**src/rtl/orlink_chan_engine.sv**
```systemverilog
// FX2 slave-FIFO command engine routing bytes to NUM_CHAN byte streams; ORLINK_PKTEND_EN adds a PKTEND commit after reads.
// Latency: data phase opens 5 cycles after the command byte; byte strobes are combinational.
// Backpressure: slrd/slwr held high while the selected channel or the FX2 FIFO cannot move a byte.
module orlink_chan_engine #(
   parameter int NUM_CHAN = 8,
   parameter int CNT_W    = 32
) (
   input  logic                  wb_clk,
   input  logic                  wb_rst_n,
   input  logic [7:0]            fifoData_in,
   output logic [7:0]            fifoData_out,
   output logic                  fifoData_oe,
   input  logic                  gotData_in,
   input  logic                  gotRoom_in,
   output logic                  sloe_out,
   output logic                  slrd_out,
   output logic                  slwr_out,
   output logic [1:0]            fifoAddr_out,
   output logic                  pktEnd_out,
   output logic [7:0]            h2f_data,
   output logic [NUM_CHAN-1:0]   h2f_valid,
   input  logic [NUM_CHAN-1:0]   h2f_ready,
   input  logic [8*NUM_CHAN-1:0] f2h_data,
   input  logic [NUM_CHAN-1:0]   f2h_valid,
   output logic [NUM_CHAN-1:0]   f2h_ready,
   output logic                  busy,
   output logic                  err
);
   typedef enum logic [2:0] {
      S_IDLE, S_CNT, S_WDATA, S_TURN, S_RDATA
`ifdef ORLINK_PKTEND_EN
      , S_PKTEND
`endif
   } state_t;

   localparam logic [7:0] NCH = 8'(NUM_CHAN);

   state_t              r_state;
   state_t              w_state_nxt;
   logic                r_run;
   logic [6:0]          r_chan;
   logic                r_dir;
   logic [1:0]          r_idx;
   logic [CNT_W-1:0]    r_cnt;
   logic                r_err;
   logic [NUM_CHAN-1:0] w_sel;
   logic [7:0]          w_f2h_dat;
   logic                w_chan_ok;
   logic                w_h2f_rdy;
   logic                w_f2h_vld;
   logic                w_rd;
   logic                w_wr;
   logic                w_drop;
   logic [CNT_W-1:0]    w_cnt_sh;

   always_comb begin
      w_sel     = '0;
      w_f2h_dat = 8'h00;
      for (int k = 0; k < NUM_CHAN; k++) begin
         if (r_chan == 7'(k)) begin
            w_sel[k]  = 1'b1;
            w_f2h_dat = f2h_data[8*k +: 8];
         end
      end
   end

   // An out-of-range channel acts as an always-ready sink and an always-valid zero source.
   assign w_chan_ok = {1'b0, r_chan} < NCH;
   assign w_h2f_rdy = w_chan_ok ? |(h2f_ready & w_sel) : 1'b1;
   assign w_f2h_vld = w_chan_ok ? |(f2h_valid & w_sel) : 1'b1;

   // Count bytes arrive MSB first; bits above CNT_W are dropped but flagged if set.
   always_comb begin
      w_drop = 1'b0;
      for (int j = 0; j < 8; j++) begin
         if (fifoData_in[j] && ((3 - int'(r_idx)) * 8 + j >= CNT_W)) w_drop = 1'b1;
      end
   end
   assign w_cnt_sh = CNT_W'({r_cnt, fifoData_in});

   assign h2f_data = fifoData_in;
   assign busy     = (r_state != S_IDLE);
   assign err      = r_err;

   always_comb begin
      w_state_nxt  = r_state;
      w_rd         = 1'b0;
      w_wr         = 1'b0;
      sloe_out     = 1'b1;
      slrd_out     = 1'b1;
      slwr_out     = 1'b1;
      pktEnd_out   = 1'b1;
      fifoAddr_out = 2'b00;
      fifoData_oe  = 1'b0;
      fifoData_out = 8'h00;
      h2f_valid    = '0;
      f2h_ready    = '0;
      case (r_state)
         S_IDLE: begin
            if (r_run) begin
               sloe_out = 1'b0;
               w_rd     = gotData_in;
               slrd_out = !w_rd;
               if (w_rd) w_state_nxt = S_CNT;
            end
         end
         S_CNT: begin
            sloe_out = 1'b0;
            w_rd     = gotData_in;
            slrd_out = !w_rd;
            if (w_rd && r_idx == 2'd3) begin
               if (w_cnt_sh == '0) w_state_nxt = S_IDLE;
               else                w_state_nxt = r_dir ? S_TURN : S_WDATA;
            end
         end
         S_WDATA: begin
            sloe_out  = 1'b0;
            w_rd      = gotData_in & w_h2f_rdy;
            slrd_out  = !w_rd;
            h2f_valid = w_sel & h2f_ready & {NUM_CHAN{gotData_in}};
            if (w_rd && r_cnt == CNT_W'(1)) w_state_nxt = S_IDLE;
         end
         S_TURN: begin
            fifoAddr_out = 2'b10;
            fifoData_oe  = 1'b1;
            w_state_nxt  = S_RDATA;
         end
         S_RDATA: begin
            fifoAddr_out = 2'b10;
            fifoData_oe  = 1'b1;
            fifoData_out = w_f2h_dat;
            w_wr         = gotRoom_in & w_f2h_vld;
            slwr_out     = !w_wr;
            f2h_ready    = w_sel & {NUM_CHAN{w_wr}};
            if (w_wr && r_cnt == CNT_W'(1)) begin
`ifdef ORLINK_PKTEND_EN
               w_state_nxt = S_PKTEND;
`else
               w_state_nxt = S_IDLE;
`endif
            end
         end
`ifdef ORLINK_PKTEND_EN
         S_PKTEND: begin
            fifoAddr_out = 2'b10;
            if (gotRoom_in) begin
               pktEnd_out  = 1'b0;
               w_state_nxt = S_IDLE;
            end
         end
`endif
         default: w_state_nxt = S_IDLE;
      endcase
   end

   always_ff @(posedge wb_clk or negedge wb_rst_n) begin
      if (!wb_rst_n) begin
         r_state <= S_IDLE;
         r_run   <= 1'b0;
         r_chan  <= '0;
         r_dir   <= 1'b0;
         r_idx   <= '0;
         r_cnt   <= '0;
         r_err   <= 1'b0;
      end else begin
         r_state <= w_state_nxt;
         r_run   <= 1'b1;
         if (r_state == S_IDLE && w_rd) begin
            r_chan <= fifoData_in[6:0];
            r_dir  <= fifoData_in[7];
            r_idx  <= '0;
            if ({1'b0, fifoData_in[6:0]} >= NCH) r_err <= 1'b1;
         end
         if (r_state == S_CNT && w_rd) begin
            r_cnt <= w_cnt_sh;
            r_idx <= r_idx + 2'd1;
            if (w_drop) r_err <= 1'b1;
         end
         if ((r_state == S_WDATA && w_rd) || w_wr) r_cnt <= r_cnt - CNT_W'(1);
      end
   end
endmodule

```
**config.mk**
```make
export PLATFORM = sky130hd
export DESIGN_NAME = orlink_chan_engine
export DESIGN_NICKNAME = d
export VERILOG_FILES = /design/src/rtl/orlink_chan_engine.sv
export SDC_FILE = /design/constraint.sdc
export NUM_CORES = 1
export LEC_CHECK = 0
export BUFFER_PORTS_ARGS = -buffer_cell sky130_fd_sc_hd__buf_2
export CORE_ASPECT_RATIO = 0.75
export CORE_UTILIZATION = 35
export CTS_CLUSTER_DIAMETER = 120
export DETAILED_ROUTE_END_ITERATION = 16
export PLACE_DENSITY = 0.57
export SLEW_MARGIN = 20
export SYNTH_ARGS = -nofsm -noshare
export SYNTH_HDL_FRONTEND = slang
export SYNTH_SLANG_ARGS = --single-unit
```
**constraint.sdc**
```tcl
create_clock -name wb_clk -period 7.1 [get_ports wb_clk]
set_input_delay 0.71 -clock wb_clk [delete_from_list [all_inputs] [get_ports wb_clk]]
set_output_delay 0.71 -clock wb_clk [all_outputs]
set_load 0.05 [all_outputs]
```
==> impl_metrics.tcl, run 1 <==
set metrics [dict create \
    crit_type "reg2out" \
    cpPeakStageDelay_ns 0.60 \
    tns_ns 0 \
    synth_compound_area_share_pct 24.80 \
    post_drt_wl_per_cell_um 17.49 \
    timing.final.ws_setup_ns 3.253 \
    slew_violations 0 \
    cts_repair_resize_count 0 \
    root_buffer "clkbuf_16" \
    cp_cell_sequence "buf_4 > nor2b_1 > a22oi_1 > o2111a_1 > nor2b_1 > nand2_1 > nor4_1 > buf_2" \
    layout_min_cycle_time_ns 3.847 \
    path_clk_slew_ns 0.06 \
    synth_area_um2 3674 \
    synth-edff-count 0 \
    ys_warn_count 0 \
    place.gp.congestion 0.9014 \
    grt_pass1_wl_mm 19.00 \
    finalHoldViolations 0 \
    synth_xor_area_share_pct 0 \
    synth-simple-area-share_pct 28.51 \
    grt_usage_pct 21.72 \
    fp.dieH_um 90.73 \
    total_power_mw 1.662 \
    crit_arrival_ns 3.14 \
    holdCritPathClass "in2async" \
    htreeDepth 2 \
    cp_data_required_time_ns 6.39 \
    initial_core_util_pct 37.00 \
    hold_buffers 0 \
    start_kind "flip-flop" \
    drt_iter0_drc 319 \
    p_per_area_nw_per_um2 371.0 \
    fmax_ghz 0.2600 \
    worst_pin_slew_ns 0.8839 \
    die_area_um2 10910 \
    worstPathMaxFanout 29 \
    clk_path_buf_depth 2 \
    syn_avg_cell_area_um2 8.021 \
    synth_adder_area_share_pct 1.022 \
    max_slew_margin_pct 41.08 \
    grt_pass1_vias 3636 \
    syn_inst 458 \
    cts_setup_buffers 0 \
    antenna_found_initial 0 \
    drc 0 \
    fin_nets 650 \
    ys_ff_latch 47 \
    grt_overflow_total 0 \
    crit_path_top_delay_cell "dfrtp_1" \
    drive_gt1_share_pct 29.50 \
    ant_nets 0 \
    grt_max_degree 48 \
    leakage_nw 1.931 \
    diodes 0 \
    synthArstFlopShare_pct 100.0 \
    die_x_um 120.3 \
    vias 4097 \
    maxCapViolCount 0 \
    crit_path_end_kind "output port" \
    setup_viol 0 \
    coreArea_um2 9930 \
    path_delay_family "simple AND/OR/NAND/NOR gates" \
    final_common_cell "buf_2" \
    crit_path_frequent_cell "nor2b_1" \
    rsz0062_at_grt "no" \
    place_ws_ns 3.372 \
    ys_seq_area_share_pct 32.02 \
    layout_common_cells "buf_2 (129), dfrtp_1 (47), nand2_1 (39), nor3_1 (35), o21ai_0 (30)" \
    ys.flop_type "dfrtp_1" \
    tritoncts "yes" \
    area_growth_pct 21.97 \
    status "finished clean" \
    port_buffers 130 \
    clock-sinks 47 \
    rows 31 \
    finalCritPeriodShare_pct 54.18 \
    drtPass1Iterations 5 \
    synth_top_family_by_area "simple AND/OR/NAND/NOR gates" \
    clk_latency_ns 0.29 \
    ir_drop_v 0.0001939 \
    wl_mm 12.03 \
    ys_types 59 \
    synth.area.mux_share_pct 6.369 \
    cts_buffers 5 \
    fin_skew_ns 0.005734 \
    crit_buf_inv 2 \
    io_pins 133 \
    dp_hpwl_mm 8.852 \
    vias_per_cell 5.955 \
]
==> flip-flops by register name (all words and copies together) (netlist names), named ones only <==
register	count
r_dir	1
r_run	1
r_idx	2
r_cnt	32
r_state	3
r_chan	7
==> layout make-up <==
cell class | instances | area (µm²)
Clock buffer | 7 | 132.6
Clock inverter | 1 | 5.005
Fill cell | 1030 | 5449
Inverter | 10 | 37.54
Multi-Input combinational cell | 356 | 2273
Sequential cell | 47 | 1176
Tap cell | 132 | 165.2
Timing Repair Buffer | 135 | 690.7
==> kinds of logic (layout without fill, tap and decap cells) <==
kind of cell             after synthesis  in the layout
buffers and inverters                 56            153
AND/OR/NAND/NOR                      194            194
adder cells (fa/ha/maj)                3              3
other                                  2              3
multiplexers                          22             22
flip-flops                            47             47
AO/OA/AOI/OAI                        134            134
==> path summary, 6_finish.rpt <==
check	from	to	depth (start not counted)	slack [ns]
setup / recovery	r_chan[1]	f2h_ready[3]	8	3.25
max in group asynchronous	wb_rst_n	r_cnt[13]	1	6.24
min in group wb_clk	flip-flop	flip-flop	1	0.47
hold reg to reg	flip-flop	flip-flop	1	0.47
setup reg to reg	r_chan[1]	r_cnt[22]	8	3.99
hold / removal	wb_rst_n	r_cnt[27]	1	0.43
==> metal layers <==
layer	up-vias	routed length, µm	share of wire [%]	global-route usage [%]
met5	-	0	0	0
met4	0	171	1.4	5.556
met3	16	777	6.5	3.093
met2	157	5282	44	30.51
met1	1982	5802	48	33.94
li1	1942	-	-	-
==> where the power goes <==
| group | switching, mW | internal, mW |
|---|---|---|
| Sequential | 0.222 | 0.394 |
| Clock | 0.0984 | 0.130 |
| Combinational | 0.491 | 0.326 |
==> cells in the mapped netlist, drive strengths merged (8+ instances only) <==
cell type	count	area (µm²)
mux2i	11	110.1
or4	12	93.84
buf	18	117.6
nor3	38	201.5
nand3	13	65.06
nand2	39	146.4
o211ai	10	75.07
o22ai	8	50.05
o21ai	30	150.1
o311ai	8	70.07
inv	10	37.54
or3	10	62.56
nor2	24	90.09
mux2	11	123.9
clkbuf	28	105.1
a22oi	16	120.1
dfrtp	47	1176
a21oi	27	135.1
and3	20	125.1
nor4	11	75.07
==> metrics by stage <==
stage / hold slack, ns / utilization [%] / cells / instance area (µm²)
4_1_cts: 0.4656 / 44.93 / 688 / 4462
3_3_place_gp: 0.4765 / 43.51 / 680 / 4320
3_5_place_dp: 0.4621 / 43.55 / 680 / 4324
5_1_grt: 0.4908 / 45.12 / 688 / 4481
2_1_floorplan: 0.4144 / - / 459 / 3677
6_report: 0.4297 / 45.12 / 688 / 4481
Note: power is estimated with default switching activity, not from simulation.
==> inputs of run 2 (changes only) <==
--- a/config.mk
+++ b/config.mk
@@ -5,12 +5,13 @@
 export SDC_FILE = /design/constraint.sdc
 export NUM_CORES = 1
 export LEC_CHECK = 0
+export ABC_AREA = 1
 export BUFFER_PORTS_ARGS = -buffer_cell sky130_fd_sc_hd__buf_2
 export CORE_ASPECT_RATIO = 0.75
 export CORE_UTILIZATION = 35
 export CTS_CLUSTER_DIAMETER = 120
 export DETAILED_ROUTE_END_ITERATION = 16
-export PLACE_DENSITY = 0.57
+export PLACE_DENSITY = 0.55
 export SLEW_MARGIN = 20
 export SYNTH_ARGS = -nofsm -noshare
 export SYNTH_HDL_FRONTEND = slang
==> constraint.sdc (replaced) <==
create_clock -name wb_clk -period 3.8 [get_ports wb_clk]
set_input_delay 0.38 -clock wb_clk [delete_from_list [all_inputs] [get_ports wb_clk]]
set_output_delay 0.38 -clock wb_clk [all_outputs]
set_load 0.05 [all_outputs]
==> impl_metrics.tcl, run 2 <==
set metrics [dict create \
    status "finished clean" \
    ys_ff_latch 47 \
    reg_top3 "r_cnt: 32 flops, r_chan: 7 flops, r_state: 3 flops" \
    die_area_um2 13080 \
    path_clk_slew_ns 0.07 \
    diodes 0 \
    tns_ns 0 \
    finalCritPeriodShare_pct 77.81 \
    combPwrFrac_pct 46.9 \
    synth_xor_area_share_pct 5.351 \
    largest_reg_flops 32 \
    clk_path_buf_depth 2 \
    worst_pin_slew_ns 1.003 \
    crit_arrival_ns 2.58 \
    synthMostInstantiatedCell "nand2_1" \
    yosys-top-cells-count "nand2_1 (227), nor2_1 (88), inv_1 (85)" \
    initial_core_util_pct 35.91 \
    place_area_um2 5057 \
    drive_gt1_share_pct 19.95 \
    synth_adder_area_share_pct 0.8494 \
    ant_nets 0 \
    ys_seq_area_share_pct 26.61 \
    vias 4980 \
    fin_skew_ns 0.01011 \
    port_buffers 130 \
    fmax_ghz 0.3382 \
    cp_data_required_time_ns 3.42 \
    worstPathMaxFanout 30 \
    rsz0062_at_grt "no" \
    slew_violations 0 \
    clk_latency_ns 0.30 \
    die_x_um 131.8 \
    crit_type "reg2out" \
    maxCapViolCount 0 \
    grt_max_degree 57 \
    cts_buffers 5 \
    grt.met3_usage_pct 4.230 \
    yosys.area.top_type "dfrtp_1" \
    ys_warn_count 0 \
    synth-edff-count 0 \
    layout_min_cycle_time_ns 2.957 \
    antenna_found_initial 0 \
    root_buffer "clkbuf_16" \
    layout_common_cells "nand2_1 (227), buf_2 (129), nor2_1 (88), inv_1 (84), nand3_1 (71)" \
    synth_area_um2 4419 \
    area_growth_pct 18.37 \
    drtPass1Iterations 6 \
    fin_area_um2 5231 \
    place.gp.congestion 0.9561 \
    synth_compound_area_share_pct 4.898 \
    leakage_nw 2.764 \
    fin_nets 921 \
    holdCritPathClass "in2async" \
    grt-busiest-layer "met2" \
    synth.top_cell.area_share_pct 26.61 \
    seqPwrFrac_pct 33.9 \
    switchingPower_mw 1.323 \
    syn_inst 720 \
    synth-simple-area-share_pct 48.84 \
    clkPwrFrac_pct 19.2 \
    met1_usage_pct 32.63 \
    grt_usage_pct 23.07 \
    grt_pass1_vias 4605 \
    htreeDepth 2 \
    regMostFlops "r_cnt" \
    finalHoldViolations 0 \
    drt_iter0_drc 298 \
    max_slew_margin_pct 32.75 \
    synthArstFlopShare_pct 100.0 \
    cts_setup_buffers 0 \
    synth.area.mux_share_pct 0 \
    ir_drop_v 0.0002079 \
    start_kind "flip-flop" \
    tritoncts "yes" \
    cts_repair_resize_count 0 \
    rows 35 \
    setup_viol 0 \
    vias_per_cell 5.015 \
    dp_hpwl_mm 11.41 \
    io_pins 133 \
    grt_overflow_total 0 \
    clock-sinks 47 \
    placed_cells 985 \
    stdcell_count 993 \
    ys.flop_type "dfrtp_1" \
    wl_mm 14.86 \
    post_drt_wl_per_cell_um 14.96 \
    fp.dieH_um 99.32 \
    met2_usage_pct 36.18 \
    crit_path_end_kind "output port" \
    coreArea_um2 12310 \
    p_per_area_nw_per_um2 528.9 \
    hold_buffers 0 \
    intPower_mw 1.444 \
    grt_pass1_wl_mm 24.21 \
    swShare_pct 47.80 \
    ys_types 39 \
    drc 0 \
    final_common_cell "nand2_1" \
    yosys-top-cells-area "dfrtp_1 (27%), nand2_1 (19%), nand3_1 (8.0%)" \
    syn_avg_cell_area_um2 6.138 \
    synth_top_family_by_area "simple AND/OR/NAND/NOR gates" \
]
[run 2: cell count changes in the layout (fill, tap and decap cells not counted), moves of 15 or more]
cell	delta
nand2_1	+188
nor3_1	-27
a22oi_1	-16
nand3_1	+58
a21oi_1	-15
nor2_1	+64
inv_1	+74
xor2_1	+17
nand4_1	+48
and3_1	-18
[run 2: power by group through the flow]
stage          Combinational (mW)  Sequential (mW)  Clock [mW]
5_1_grt                      1.47            0.971       0.561
6_report                     1.30            0.939       0.531
2_1_floorplan                1.05            0.855           0
3_3_place_gp                 1.28            0.939           0
4_1_cts                      1.30            0.934       0.541
3_5_place_dp                 1.29            0.937           0
[run 2: stage by stage]
stage / worst slack, ns / hold WS (ns) / utilization [%] / power (mW)
global route: 0.5621 / 0.1691 / 42.51 / 3.003
global placement: 1.037 / 0.4652 / 41.08 / 2.220
CTS: 0.8620 / 0.1299 / 42.51 / 2.771
detailed placement: 1.008 / 0.4498 / 41.10 / 2.229
floorplan: 1.254 / 0.08441 / - / 1.905
finish: 0.8433 / 0.09858 / 42.51 / 2.767
[run 2: cells by family (layout without fill, tap and decap cells)]
family                   count (synthesis)  in the layout
flip-flops                              47             47
buffers and inverters                  124            230
AND/OR/NAND/NOR                        477            477
other                                    2              3
adder cells (fa/ha/maj)                  3              3
AO/OA/AOI/OAI                           40             40
XOR/XNOR                                27             27
[run 2: path summary, 6_finish.rpt]
path	start	to	slack, ns	cells after the start
hold / removal	wb_rst_n	r_cnt[18]	0.1	1
max in group asynchronous	wb_rst_n	r_chan[2]	3.27	1
min in group wb_clk	fifoData_in[1]	r_cnt[1]	0.39	3
setup / recovery	r_chan[1]	slrd_out	0.84	10
setup reg to reg	r_state[1]	r_cnt[0]	0.91	11
hold reg to reg	r_chan[6]	r_chan[6]	0.51	2
[run 2: layout make-up]
class	count	area, µm²
clock buffers	6	138.9
clock inverters	2	35.03
fillers	1341	7074
inverters	88	330.3
multi-input cells	550	2660
flip-flops and latches	47	1176
well taps	166	207.7
repair buffers	134	683.2
[run 2: worst max-delay path, stage by stage, from the launching register on]
cell	delay, ns
dfrtp_1	0.44
inv_1	0.10
nand2_1	0.14
nor2_1	0.22
nand3_1	0.12
nand3_1	0.09
nor2_1	0.06
nand2_2	0.07
nand3_2	0.46
and2_1	0.37
buf_2	0.22
[run 2: metal layers]
metal  wire length (µm)  part of all wire, %
met1               7390                   50
met3                830                  5.6
met4                246                  1.7
met5                  0                    0
met2               6392                   43
==> inputs of run 3 (changes only) <==
--- a/config.mk
+++ b/config.mk
@@ -11,7 +11,7 @@
 export CORE_UTILIZATION = 35
 export CTS_CLUSTER_DIAMETER = 120
 export DETAILED_ROUTE_END_ITERATION = 16
-export PLACE_DENSITY = 0.55
+export PLACE_DENSITY = 0.57
 export SLEW_MARGIN = 20
 export SYNTH_ARGS = -nofsm -noshare
 export SYNTH_HDL_FRONTEND = slang
==> constraint.sdc (replaced) <==
create_clock -name wb_clk -period 2.7 [get_ports wb_clk]
set_input_delay 0.27 -clock wb_clk [delete_from_list [all_inputs] [get_ports wb_clk]]
set_output_delay 0.27 -clock wb_clk [all_outputs]
set_load 0.05 [all_outputs]
==> impl_metrics.tcl, run 3 (same netlist as run 2, synthesis figures left out) <==
set metrics [dict create \
    tns_ns 0 \
    area_growth_pct 21.26 \
    worst_pin_slew_ns 0.6491 \
    total_power_mw 3.870 \
    seqPwrFrac_pct 34.2 \
    max_slew_margin_pct 56.66 \
    dp_hpwl_mm 11.99 \
    clk_path_buf_depth 2 \
    switchingPower_mw 1.875 \
    leakage_nw 2.829 \
    placed_cells 991 \
    antenna_found_initial 0 \
    place.gp.congestion 1.011 \
    maxCapViolCount 0 \
    clock-sinks 47 \
    ir_drop_v 0.0003756 \
    grt_usage_pct 24.27 \
    die_x_um 131.8 \
    htreeDepth 2 \
    grt_overflow_total 0 \
    combPwrFrac_pct 49.6 \
    status "finished clean" \
    initial_core_util_pct 35.91 \
    fmax_ghz 0.3934 \
    finalHoldViolations 0 \
    crit_type "reg2out" \
    tritoncts "yes" \
    crit_arrival_ns 2.27 \
    holdCritPathClass "in2async" \
    start_kind "flip-flop" \
    wl_met3_mm 1.071 \
    p_per_area_nw_per_um2 722.2 \
    ant_nets 0 \
    post_drt_wl_per_cell_um 15.60 \
    fin_skew_ns 0.006545 \
    topRoutingLayerUsed "met4" \
    drive_gt1_share_pct 22.00 \
    regMostFlops "r_cnt" \
    clk_latency_ns 0.29 \
    largest_reg_flops 32 \
    final_core_util_pct 43.55 \
    final_common_cell "nand2_1" \
    root_buffer "clkbuf_16" \
    layout_min_cycle_time_ns 2.542 \
    cts_buffers 5 \
    grt_pass1_wl_mm 25.52 \
    drtPass1Iterations 5 \
    place_area_um2 5125 \
    wl_mm 15.71 \
    port_buffers 130 \
    die_area_um2 13080 \
    vias_per_cell 5.154 \
    rows 35 \
    fp.dieH_um 99.32 \
    vias 5190 \
    finalCritPeriodShare_pct 94.15 \
    stdcell_count 1007 \
    drc 0 \
    clkPwrFrac_pct 16.2 \
    wl_met1_mm 7.069 \
    layout_common_cells "nand2_1 (226), buf_2 (130), nor2_1 (85), inv_1 (83), nand3_1 (71)" \
    slew_violations 0 \
    grt_pass1_vias 4778 \
    diodes 0 \
    coreArea_um2 12310 \
    crit_path_end_kind "output port" \
    swShare_pct 48.44 \
    reg_top3 "r_cnt: 32 flops, r_chan: 7 flops, r_state: 3 flops" \
    fin_nets 936 \
    setup_viol 0 \
    path_clk_slew_ns 0.07 \
    cp_data_required_time_ns 2.43 \
    drt_iter0_drc 327 \
    fin_area_um2 5359 \
    intPower_mw 1.996 \
    worstPathMaxFanout 8 \
    wl_met2_mm 7.168 \
    grt_max_degree 57 \
    io_pins 133 \
]
-- run 3: cell types whose count changed in the layout (fill, tap and decap cells not counted), sizes merged --
cell	delta
buf	+15
clkinv	-1
inv	+1
bufinv	-1
-- run 3: power groups by stage --
stage / Combinational (mW) / Sequential [mW] / Clock (mW)
floorplan: 1.48 / 1.20 / 0
CTS: 1.88 / 1.31 / 0.641
global placement: 1.86 / 1.32 / 0
finish: 1.92 / 1.32 / 0.628
global route: 2.17 / 1.36 / 0.675
detailed placement: 1.87 / 1.32 / 0
-- run 3: per-stage QoR --
step	hold slack (ns)	worst slack, ns
floorplan	-0.02559	0.2635
global placement	0.3190	0.2661
detailed placement	0.3263	0.2677
CTS	0.02174	0.03524
global route	0.04471	-0.006579
finish	0.003951	0.1580
-- run 3: layout make-up --
cell class                 count  area [µm²]
sequential                    47        1176
tap                          166       207.7
inverter                      88       330.3
timing repair buffer         149       818.3
multi-input combinational    550        2683
fill                        1316        6947
clock inverter                 1       5.005
clock buffer                   6       138.9
-- run 3: worst max-delay path, cell delays in order, from the launching register on --
cell and delay [ns]:
dfrtp_1 0.40, inv_1 0.08, nand2_1 0.13, nor3_1 0.20
inv_1 0.18, nor2_2 0.34, nand2_1 0.09, nand3_1 0.16
nand3_1 0.09, inv_1 0.06, buf_2 0.25
-- run 3: metal layers --
layer,GRT usage (%),up-vias
met5,0,-
met4,7.513,0
met3,4.332,20
met2,40.25,205
met1,32.18,2426
li1,-,2539
-- run 3: timing repair --
item / CTS / global route
pin swaps: 0 / 2
endpoints found under the setup margin: 2 / 13
hold endpoints to repair: 0 / 0
hold buffers: 0 / 0
setup buffers: 0 / 9
resized for setup: 1 / 6
-- run 3: final timing paths --
path	from	to	slack [ns]	depth (start not counted)
setup / recovery	r_chan[3]	fifoData_out[0]	0.16	10
hold / removal	wb_rst_n	r_cnt[21]	0.004	1
setup reg to reg	r_chan[5]	r_cnt[14]	0.40	14
hold reg to reg	r_dir	r_dir	0.50	2
max in group asynchronous	wb_rst_n	r_cnt[31]	2.07	2
min in group wb_clk	fifoData_in[2]	r_chan[2]	0.28	3
